[src/rtl/job_controller_if.sv]
// Host/pool-facing signal bundle of the job controller.
// The controller takes the slave modport; the driver of job commands, hits and reads takes master.
interface job_controller_if #(
    parameter int POOL_SIZE         = 4,
    parameter int POOL_SIZE_LOG2    = 2,
    parameter int NONCE_WIDTH       = 32,
    parameter int RESULT_DEPTH_LOG2 = 2
);
    logic                                  job_start_in;
    logic                                  abort_in;
    logic [POOL_SIZE-1:0]                  hit_in;
    logic [NONCE_WIDTH-POOL_SIZE_LOG2-1:0] hit_nonce_in;
    logic                                  exhausted_in;
    logic                                  core_reset_out;
    logic                                  core_hold_out;
    logic                                  result_rd_in;
    logic [NONCE_WIDTH-1:0]                result_out;
    logic                                  result_valid_out;
    logic [RESULT_DEPTH_LOG2:0]            result_count_out;
    logic                                  overflow_out;
    logic                                  busy_out;
    logic                                  ready_out;

    modport slave (
        input  job_start_in, abort_in, hit_in, hit_nonce_in, exhausted_in, result_rd_in,
        output core_reset_out, core_hold_out, result_out, result_valid_out,
               result_count_out, overflow_out, busy_out, ready_out
    );

    modport master (
        output job_start_in, abort_in, hit_in, hit_nonce_in, exhausted_in, result_rd_in,
        input  core_reset_out, core_hold_out, result_out, result_valid_out,
               result_count_out, overflow_out, busy_out, ready_out
    );
endinterface

[src/rtl/job_controller.sv]
// Job sequencer for the hasher pool: starts and aborts jobs, and serialises per-unit hits
// into {unit_idx, nonce} results queued in a small show-ahead FIFO for the host.
module job_controller #(
    parameter int POOL_SIZE         = 4,
    parameter int POOL_SIZE_LOG2    = 2,
    parameter int NONCE_WIDTH       = 32,
    parameter int RESULT_DEPTH      = 4,
    parameter int RESULT_DEPTH_LOG2 = 2,
    parameter int STOP_WHEN_FULL    = 1
) (
    input logic              clk_in,
    input logic              reset_in,
    job_controller_if.slave  bus
);
    localparam int HN_W  = NONCE_WIDTH - POOL_SIZE_LOG2;
    localparam int CNT_W = RESULT_DEPTH_LOG2 + 1;

    typedef enum logic [2:0] {IDLE, START, RUN, DRAIN, DONE} state_t;

    state_t                     state, next_state;
    logic [POOL_SIZE-1:0]       pending, pending_next, src, hit_rest, pend_rest;
    logic [HN_W-1:0]            pend_nonce, pend_nonce_next;
    logic                       exh_latch, exh_next;
    logic                       core_reset, core_hold, overflow, valid;
    logic [NONCE_WIDTH-1:0]     mem [RESULT_DEPTH];
    logic [RESULT_DEPTH_LOG2-1:0] wr_ptr, rd_ptr;
    logic [CNT_W-1:0]           count, count_next;
    logic                       push_req, push_ok, pop, flush, overflow_set;
    logic [NONCE_WIDTH-1:0]     push_data;

    function automatic logic [POOL_SIZE_LOG2-1:0] lowest_idx(input logic [POOL_SIZE-1:0] v);
        logic [POOL_SIZE_LOG2-1:0] idx;
        idx = '0;
        for (int i = POOL_SIZE - 1; i >= 0; i--) begin
            if (v[i]) idx = POOL_SIZE_LOG2'(i);
        end
        return idx;
    endfunction

    assign hit_rest  = bus.hit_in & (bus.hit_in - POOL_SIZE'(1));
    assign pend_rest = pending & (pending - POOL_SIZE'(1));

    // Next-state, hit serialisation and FIFO bookkeeping; abort beats start, start beats everything else.
    always_comb begin
        next_state      = state;
        pending_next    = pending;
        pend_nonce_next = pend_nonce;
        exh_next        = exh_latch;
        src             = '0;
        push_req        = 1'b0;
        flush           = 1'b0;
        overflow_set    = 1'b0;

        if (bus.abort_in) begin
            next_state   = IDLE;
            pending_next = '0;
            exh_next     = 1'b0;
        end else if (bus.job_start_in) begin
            next_state   = START;
            flush        = 1'b1;
            pending_next = '0;
            exh_next     = 1'b0;
        end else begin
            case (state)
                START: next_state = RUN;
                RUN: begin
                    if (bus.hit_in != '0) begin
                        src      = bus.hit_in;
                        push_req = 1'b1;
                        if (hit_rest != '0) begin
                            pending_next    = hit_rest;
                            pend_nonce_next = bus.hit_nonce_in;
                            exh_next        = bus.exhausted_in;
                            next_state      = DRAIN;
                        end else if (bus.exhausted_in) begin
                            next_state = DONE;
                        end
                    end else if (bus.exhausted_in) begin
                        next_state = DONE;
                    end
                end
                DRAIN: begin
                    src          = pending;
                    push_req     = 1'b1;
                    pending_next = pend_rest;
                    if (pend_rest == '0) next_state = exh_latch ? DONE : RUN;
                end
                default: ;
            endcase
        end

        push_data = {lowest_idx(src), (state == DRAIN) ? pend_nonce : bus.hit_nonce_in};
        pop       = bus.result_rd_in && (count != '0) && !flush;
        push_ok   = push_req && ((count < CNT_W'(RESULT_DEPTH)) || pop);
        if (push_req && !push_ok) overflow_set = 1'b1;

        if (flush) count_next = '0;
        else       count_next = count + CNT_W'(push_ok) - CNT_W'(pop);

        // Filling the FIFO ends the job when configured to; leftover drain bits are lost.
        if (STOP_WHEN_FULL != 0 && push_ok && count_next == CNT_W'(RESULT_DEPTH)) begin
            next_state = DONE;
            if (pending_next != '0) overflow_set = 1'b1;
            pending_next = '0;
            exh_next     = 1'b0;
        end
    end

    always_ff @(posedge clk_in or posedge reset_in) begin
        if (reset_in) begin
            state      <= IDLE;
            pending    <= '0;
            pend_nonce <= '0;
            exh_latch  <= 1'b0;
            core_reset <= 1'b1;
            core_hold  <= 1'b0;
            overflow   <= 1'b0;
            valid      <= 1'b0;
            count      <= '0;
            wr_ptr     <= '0;
            rd_ptr     <= '0;
            for (int i = 0; i < RESULT_DEPTH; i++) mem[i] <= '0;
        end else begin
            state      <= next_state;
            pending    <= pending_next;
            pend_nonce <= pend_nonce_next;
            exh_latch  <= exh_next;
            core_reset <= (next_state == IDLE) || (next_state == START) || (next_state == DONE);
            core_hold  <= (next_state == DRAIN);
            count      <= count_next;
            valid      <= (count_next != '0);
            if (flush)             overflow <= 1'b0;
            else if (overflow_set) overflow <= 1'b1;
            if (flush)        wr_ptr <= '0;
            else if (push_ok) wr_ptr <= wr_ptr + 1'b1;
            if (flush)        rd_ptr <= '0;
            else if (pop)     rd_ptr <= rd_ptr + 1'b1;
            if (push_ok) mem[wr_ptr] <= push_data;
        end
    end

    assign bus.core_reset_out   = core_reset;
    assign bus.core_hold_out    = core_hold;
    assign bus.result_out       = mem[rd_ptr];
    assign bus.result_valid_out = valid;
    assign bus.result_count_out = count;
    assign bus.overflow_out     = overflow;
    assign bus.busy_out         = (state == RUN) || (state == DRAIN);
    assign bus.ready_out        = valid || (state == DONE);
endmodule

[src/flat_wrapper.sv]
// flat-port wrapper written by rule: the top's interface ports become plain ports
module job_controller_flat 
#(
    parameter int POOL_SIZE         = 4,
    parameter int POOL_SIZE_LOG2    = 2,
    parameter int NONCE_WIDTH       = 32,
    parameter int RESULT_DEPTH      = 4,
    parameter int RESULT_DEPTH_LOG2 = 2,
    parameter int STOP_WHEN_FULL    = 1
)
  (clk_in, reset_in, bus_job_start_in, bus_abort_in, bus_hit_in, bus_hit_nonce_in, bus_exhausted_in, bus_result_rd_in, bus_core_reset_out, bus_core_hold_out, bus_result_out, bus_result_valid_out, bus_result_count_out, bus_overflow_out, bus_busy_out, bus_ready_out);
  job_controller_if #(.POOL_SIZE(POOL_SIZE), .POOL_SIZE_LOG2(POOL_SIZE_LOG2), .NONCE_WIDTH(NONCE_WIDTH), .RESULT_DEPTH_LOG2(RESULT_DEPTH_LOG2)) bus_i ();
  input logic clk_in;
  input logic reset_in;
  input wire logic [$bits(bus_i.job_start_in)-1:0] bus_job_start_in;
  input wire logic [$bits(bus_i.abort_in)-1:0] bus_abort_in;
  input wire logic [$bits(bus_i.hit_in)-1:0] bus_hit_in;
  input wire logic [$bits(bus_i.hit_nonce_in)-1:0] bus_hit_nonce_in;
  input wire logic [$bits(bus_i.exhausted_in)-1:0] bus_exhausted_in;
  input wire logic [$bits(bus_i.result_rd_in)-1:0] bus_result_rd_in;
  output wire logic [$bits(bus_i.core_reset_out)-1:0] bus_core_reset_out;
  output wire logic [$bits(bus_i.core_hold_out)-1:0] bus_core_hold_out;
  output wire logic [$bits(bus_i.result_out)-1:0] bus_result_out;
  output wire logic [$bits(bus_i.result_valid_out)-1:0] bus_result_valid_out;
  output wire logic [$bits(bus_i.result_count_out)-1:0] bus_result_count_out;
  output wire logic [$bits(bus_i.overflow_out)-1:0] bus_overflow_out;
  output wire logic [$bits(bus_i.busy_out)-1:0] bus_busy_out;
  output wire logic [$bits(bus_i.ready_out)-1:0] bus_ready_out;
  assign bus_i.job_start_in = bus_job_start_in;
  assign bus_i.abort_in = bus_abort_in;
  assign bus_i.hit_in = bus_hit_in;
  assign bus_i.hit_nonce_in = bus_hit_nonce_in;
  assign bus_i.exhausted_in = bus_exhausted_in;
  assign bus_i.result_rd_in = bus_result_rd_in;
  assign bus_core_reset_out = bus_i.core_reset_out;
  assign bus_core_hold_out = bus_i.core_hold_out;
  assign bus_result_out = bus_i.result_out;
  assign bus_result_valid_out = bus_i.result_valid_out;
  assign bus_result_count_out = bus_i.result_count_out;
  assign bus_overflow_out = bus_i.overflow_out;
  assign bus_busy_out = bus_i.busy_out;
  assign bus_ready_out = bus_i.ready_out;
  job_controller #(.POOL_SIZE(POOL_SIZE), .POOL_SIZE_LOG2(POOL_SIZE_LOG2), .NONCE_WIDTH(NONCE_WIDTH), .RESULT_DEPTH(RESULT_DEPTH), .RESULT_DEPTH_LOG2(RESULT_DEPTH_LOG2), .STOP_WHEN_FULL(STOP_WHEN_FULL)) u_core (.clk_in(clk_in), .reset_in(reset_in), .bus(bus_i));
endmodule
[config.mk]
export PLATFORM = sky130hd
export DESIGN_NAME = job_controller_flat
export DESIGN_NICKNAME = d
export VERILOG_FILES = /design/src/rtl/job_controller_if.sv /design/src/rtl/job_controller.sv /design/src/flat_wrapper.sv
export SDC_FILE = /design/constraint.sdc
export NUM_CORES = 1
export LEC_CHECK = 0
export BUFFER_PORTS_ARGS = -buffer_cell sky130_fd_sc_hd__buf_2
export CAP_MARGIN = 5
export CORE_ASPECT_RATIO = 1.25
export CORE_MARGIN = 4
export CORE_UTILIZATION = 55
export CTS_BUF_LIST = sky130_fd_sc_hd__clkbuf_8
export CTS_CLUSTER_SIZE = 30
export DETAILED_ROUTE_END_ITERATION = 6
export GPL_ROUTABILITY_DRIVEN = 0
export PLACE_DENSITY = 0.72
export SLEW_MARGIN = 0
export SYNTH_ARGS = -nofsm -noshare
export SYNTH_HDL_FRONTEND = slang
export SYNTH_SLANG_ARGS = --single-unit
[constraint.sdc]
create_clock -name clk_in -period 10.45 [get_ports clk_in]
set_input_delay 0.5225 -clock clk_in [delete_from_list [all_inputs] [get_ports clk_in]]
set_output_delay 0.5225 -clock clk_in [all_outputs]
set_load 0.01 [all_outputs]
==> run summary <==
STATUS
------------------------------------------------------------------------------------------------------
Outcome                                                                                      completed

GLOBAL ROUTE
------------------------------------------------------------------------------------------------------
Wire length of the first global-routing pass                                                  28.19 mm
Antenna violations before repair                                                                     0
Total GRT Usage                                                                                 0.2095
Overall overflow remaining after global route                                                        0
Vias in the first global route                                                                   5,441
Largest net degree at the start of global routing                                                   99

YOSYS
------------------------------------------------------------------------------------------------------
Sequential element share of the synthesized area                                                0.5334
Cell count after synthesis                                                                         618
Count of flip-flops with a built-in enable after synthesis                                           0
Synthesis-stage register bit count                                                                 177
Post-synth top flop                                                                            dfrtp_1
Fraction of registers with async set/reset                                                       1.000
Most area-hungry cell type in the Yosys netlist                                                dfrtp_1
Dominant cells by area after synthesis                                                    dfrtp_1 53%, mux2_2 20%, mux4_2 8.7%
Per-instance average area after synthesis                                                   13.44 um^2
Number of distinct library cells after synthesis                                                    59
Post-Synthesis Cell Area                                                                     8307 um^2
Number of warnings issued by yosys                                                                   0
Syn Nets                                                                                           665
Top-area cell type share of the netlist area                                                    0.5302

FINAL LAYOUT
------------------------------------------------------------------------------------------------------
Layout overhead on the synthesized area                                                         10.47%
Diode insertion count for antenna repair                                                             0
Most frequent standard cell in the layout excluding fill and tap cells                         dfrtp_1
Commonest cells after routing, fill and taps aside                                        174 x dfrtp_1, 148 x mux2_2, 97 x nand2_1, 80 x buf_2, 32 x mux4_2
Fillcell total                                                                                   1,134
Proportion of layout cells with a drive suffix above 1                                          0.4526
Finished Cell Area                                                                           9176 um^2
Fin nets                                                                                           730

POWER AND IR DROP
------------------------------------------------------------------------------------------------------
Total power per unit cell area                                                            184.7 nW/um^2
NetSw                                                                                         483.0 uW
Register share of total power                                                                    0.496
Internal portion of total power                                                                1212 uW
Clock share of power                                                                             0.291
Static leakage power                                                                       0.004632 uW
Maximum vdd ir drop                                                                          0.1121 mV
Switching Share                                                                                 0.2851
Combinational share of power                                                                     0.213
Final total power                                                                              1695 uW

CLOCKING
------------------------------------------------------------------------------------------------------
Number of H-tree levels                                                                              4
Clock tree from TritonCTS                                                                          yes
Worst skew pair latency                                                                        0.46 ns
Clock buffer count from CTS                                                                         17
Number of sinks on the clock net                                                                   177
Clock transition at the register clock pins on the worst setup and hold paths after CTS        0.09 ns
Clock root buffer                                                                             clkbuf_8
Buffers inserted by post-CTS timing repair                                                           0
Hold buffer count at cts                                                                             0
Resized Gates After CTS                                                                              0
Maximum clock insertion buffer count                                                                 2

STA
------------------------------------------------------------------------------------------------------
Final hold slack                                                                             0.2410 ns
RSZ-0062 raised after global routing                                                             false
Slew at the pin closest to its max-slew limit                                                0.9863 ns
Final setup violation count                                                                          0
Clock Skews                                                                                0.007210 ns
Share of the cycle needed by the critical path after routing                                    0.3050
Total negative setup slack                                                                        0 ns
Final slew viol count                                                                                0
Hold Violations, Final                                                                               0
Maximum achievable frequency                                                                 313.7 MHz
Min Tclk post-route                                                                           3.187 ns
Max-slew headroom at the worst pin                                                              0.3424

WORST SETUP PATH
------------------------------------------------------------------------------------------------------
Startpoint of the worst register-to-register path                                         u_core.state[1]$_DFF_PP0_
Biggest fanout along the worst timing path                                                          11
Endpoint of the worst setup timing path                                                   u_core.bus.core_hold_out$_DFF_PP0_
Kind of launch point of the worst setup path                                                  register
Crit Reg-Reg Endpoint                                                                     u_core.bus.core_hold_out$_DFF_PP0_
CP Data Required Time                                                                         10.81 ns
Arrival time of data at the critical path endpoint                                             3.54 ns
Worst Reg-to-Reg Cells                                                                              11
Crit end category                                                                             register
Critical Path Source                                                                      u_core.state[1]$_DFF_PP0_
Setup slack, reg-to-reg                                                                        7.26 ns
Critical path type                                                                        register to register

DIE
------------------------------------------------------------------------------------------------------
Floorplan die width                                                                           117.9 um
Vertical die dimension                                                                        145.4 um
Starting density of the core                                                                    0.5693
Core Rows                                                                                           49
Die ar.                                                                                    17,150 um^2
Number of top-level pins                                                                            81
Total core area                                                                            14,590 um^2

ROUTE
------------------------------------------------------------------------------------------------------
Final wirelength                                                                              16.93 mm
Vias                                                                                             5,124
First-pass DRT Iterations                                                                            4
Vias per Instance                                                                                5.863
Max layer used                                                                                    met4
Detailed-route wire length on metal 1                                                         6.998 mm
Length of routed met3 wiring                                                                    679 um
Routed len/inst                                                                               19.37 um
Met2 WL post-DR                                                                               9.059 mm
Detail Route Antenna Nets                                                                            0
Initial DRC count                                                                                  255
Final routed DRC violation total                                                                     0

PLACE
------------------------------------------------------------------------------------------------------
Placed inst area                                                                             8756 um^2
Number of port buffers                                                                              80
Detailed Place HPWL                                                                           10.74 mm

FLOW RUN
------------------------------------------------------------------------------------------------------
Max cap viols                                                                                        0

MIN PATH
------------------------------------------------------------------------------------------------------
Hold/Removal Path Class                                                                   input pin to asynchronous set/reset pin

## per-layer routing
layer | global-route usage | vias to the layer above
met2 | 0.3678 | 114
li1 | - | 2330
met1 | 0.2622 | 2662
met3 | 0.04666 | 18
met5 | 0 | -
met4 | 0.05924 | 0
## logic make-up (layout without fill, tap and decap cells)
group           after synthesis  in the layout  synth area share
xor+xnor                      5              5          0.005273
simple gates                151            151           0.08134
mux                         193            193            0.3046
compound gates               35             35           0.03148
fa+ha+maj                     9              9           0.01386
buf+inv                      48            126           0.03013
flops                       177            177            0.5334
## per-stage QoR
step / util / setup slack (ns) / instances
after floorplan: - / 5.127 / 618
after global placement: 0.6001 / 7.329 / 842
after detailed placement: 0.6001 / 7.195 / 842
after CTS: 0.6289 / 7.284 / 874
after global routing: 0.6289 / 6.989 / 874
final: 0.6289 / 7.263 / 874
## critical path, stage by stage, from the launching register on
cell and delay, ns:
dfrtp_1 0.47, nor2b_1 0.47, o211ai_2 0.21, a21oi_4 0.33
ha_1 0.21, inv_1 0.05, fa_1 0.37, xor2_1 0.16
xnor2_1 0.20, nor2_1 0.09, and3_4 0.25, nor4b_1 0.29
## final cells by class
cell class | count | area (um^2) | area share
Clock buffer | 19 | 261.5 | 0.02850
Sequential cell | 177 | 4433 | 0.4831
Inverter | 10 | 42.54 | 0.004636
Tap cell | 178 | 222.7 | 0.02427
Timing Repair Buffer | 84 | 430.4 | 0.04690
Multi-Input combinational cell | 393 | 3627 | 0.3953
Clock inverter | 13 | 158.9 | 0.01732
## power groups by stage
stage / combinational, uW / sequential [uW] / clock, uW
after floorplan: 286 / 814 / 0
after global routing: 397 / 853 / 534
after detailed placement: 368 / 855 / 0
after CTS: 369 / 842 / 505
final: 361 / 841 / 492
after global placement: 358 / 848 / 0
## cell usage after synthesis, types with 4 or more instances
cell      number
clkbuf_1      15
ha_1           6
nand2_2        4
mux2_2       148
buf_2          8
nor3_1         5
dfrtp_1      176
o21ai_0        6
inv_1         10
a21oi_1        8
nand2_1       97
buf_4         12
nor2_1        20
mux2_1        10
mux4_2        32
## flip-flops by register name (all words and copies together) (netlist names)
| signal | cells |
|---|---|
| u_core.mem | 128 |
| u_core.bus.core_hold_out | 1 |
| u_core.exh_latch | 1 |
| u_core.rd_ptr | 2 |
| u_core.state | 3 |
| u_core.pending | 4 |
| u_core.bus.overflow_out | 1 |
| u_core.bus.core_reset_out | 1 |
| u_core.wr_ptr | 2 |
| u_core.pend_nonce | 30 |
| u_core.bus.result_valid_out | 1 |
| u_core.bus.result_count_out | 3 |
## worst min-delay path by stage
stage | to | cells after the start | slack (ns)
final | u_core.mem[113]$_DFFE_PP0P_ | 2 | 0.24
after global placement | u_core.mem[62]$_DFFE_PP0P_ | 1 | 0.47
after CTS | u_core.state[0]$_DFF_PP0_ | 2 | 0.25
after global routing | u_core.state[0]$_DFF_PP0_ | 2 | 0.26
after floorplan | u_core.mem[50]$_DFFE_PP0P_ | 1 | 0.46
after detailed placement | u_core.pend_nonce[24]$_DFFE_PP0P_ | 1 | 0.48
Power figures use the tool's default switching activity.
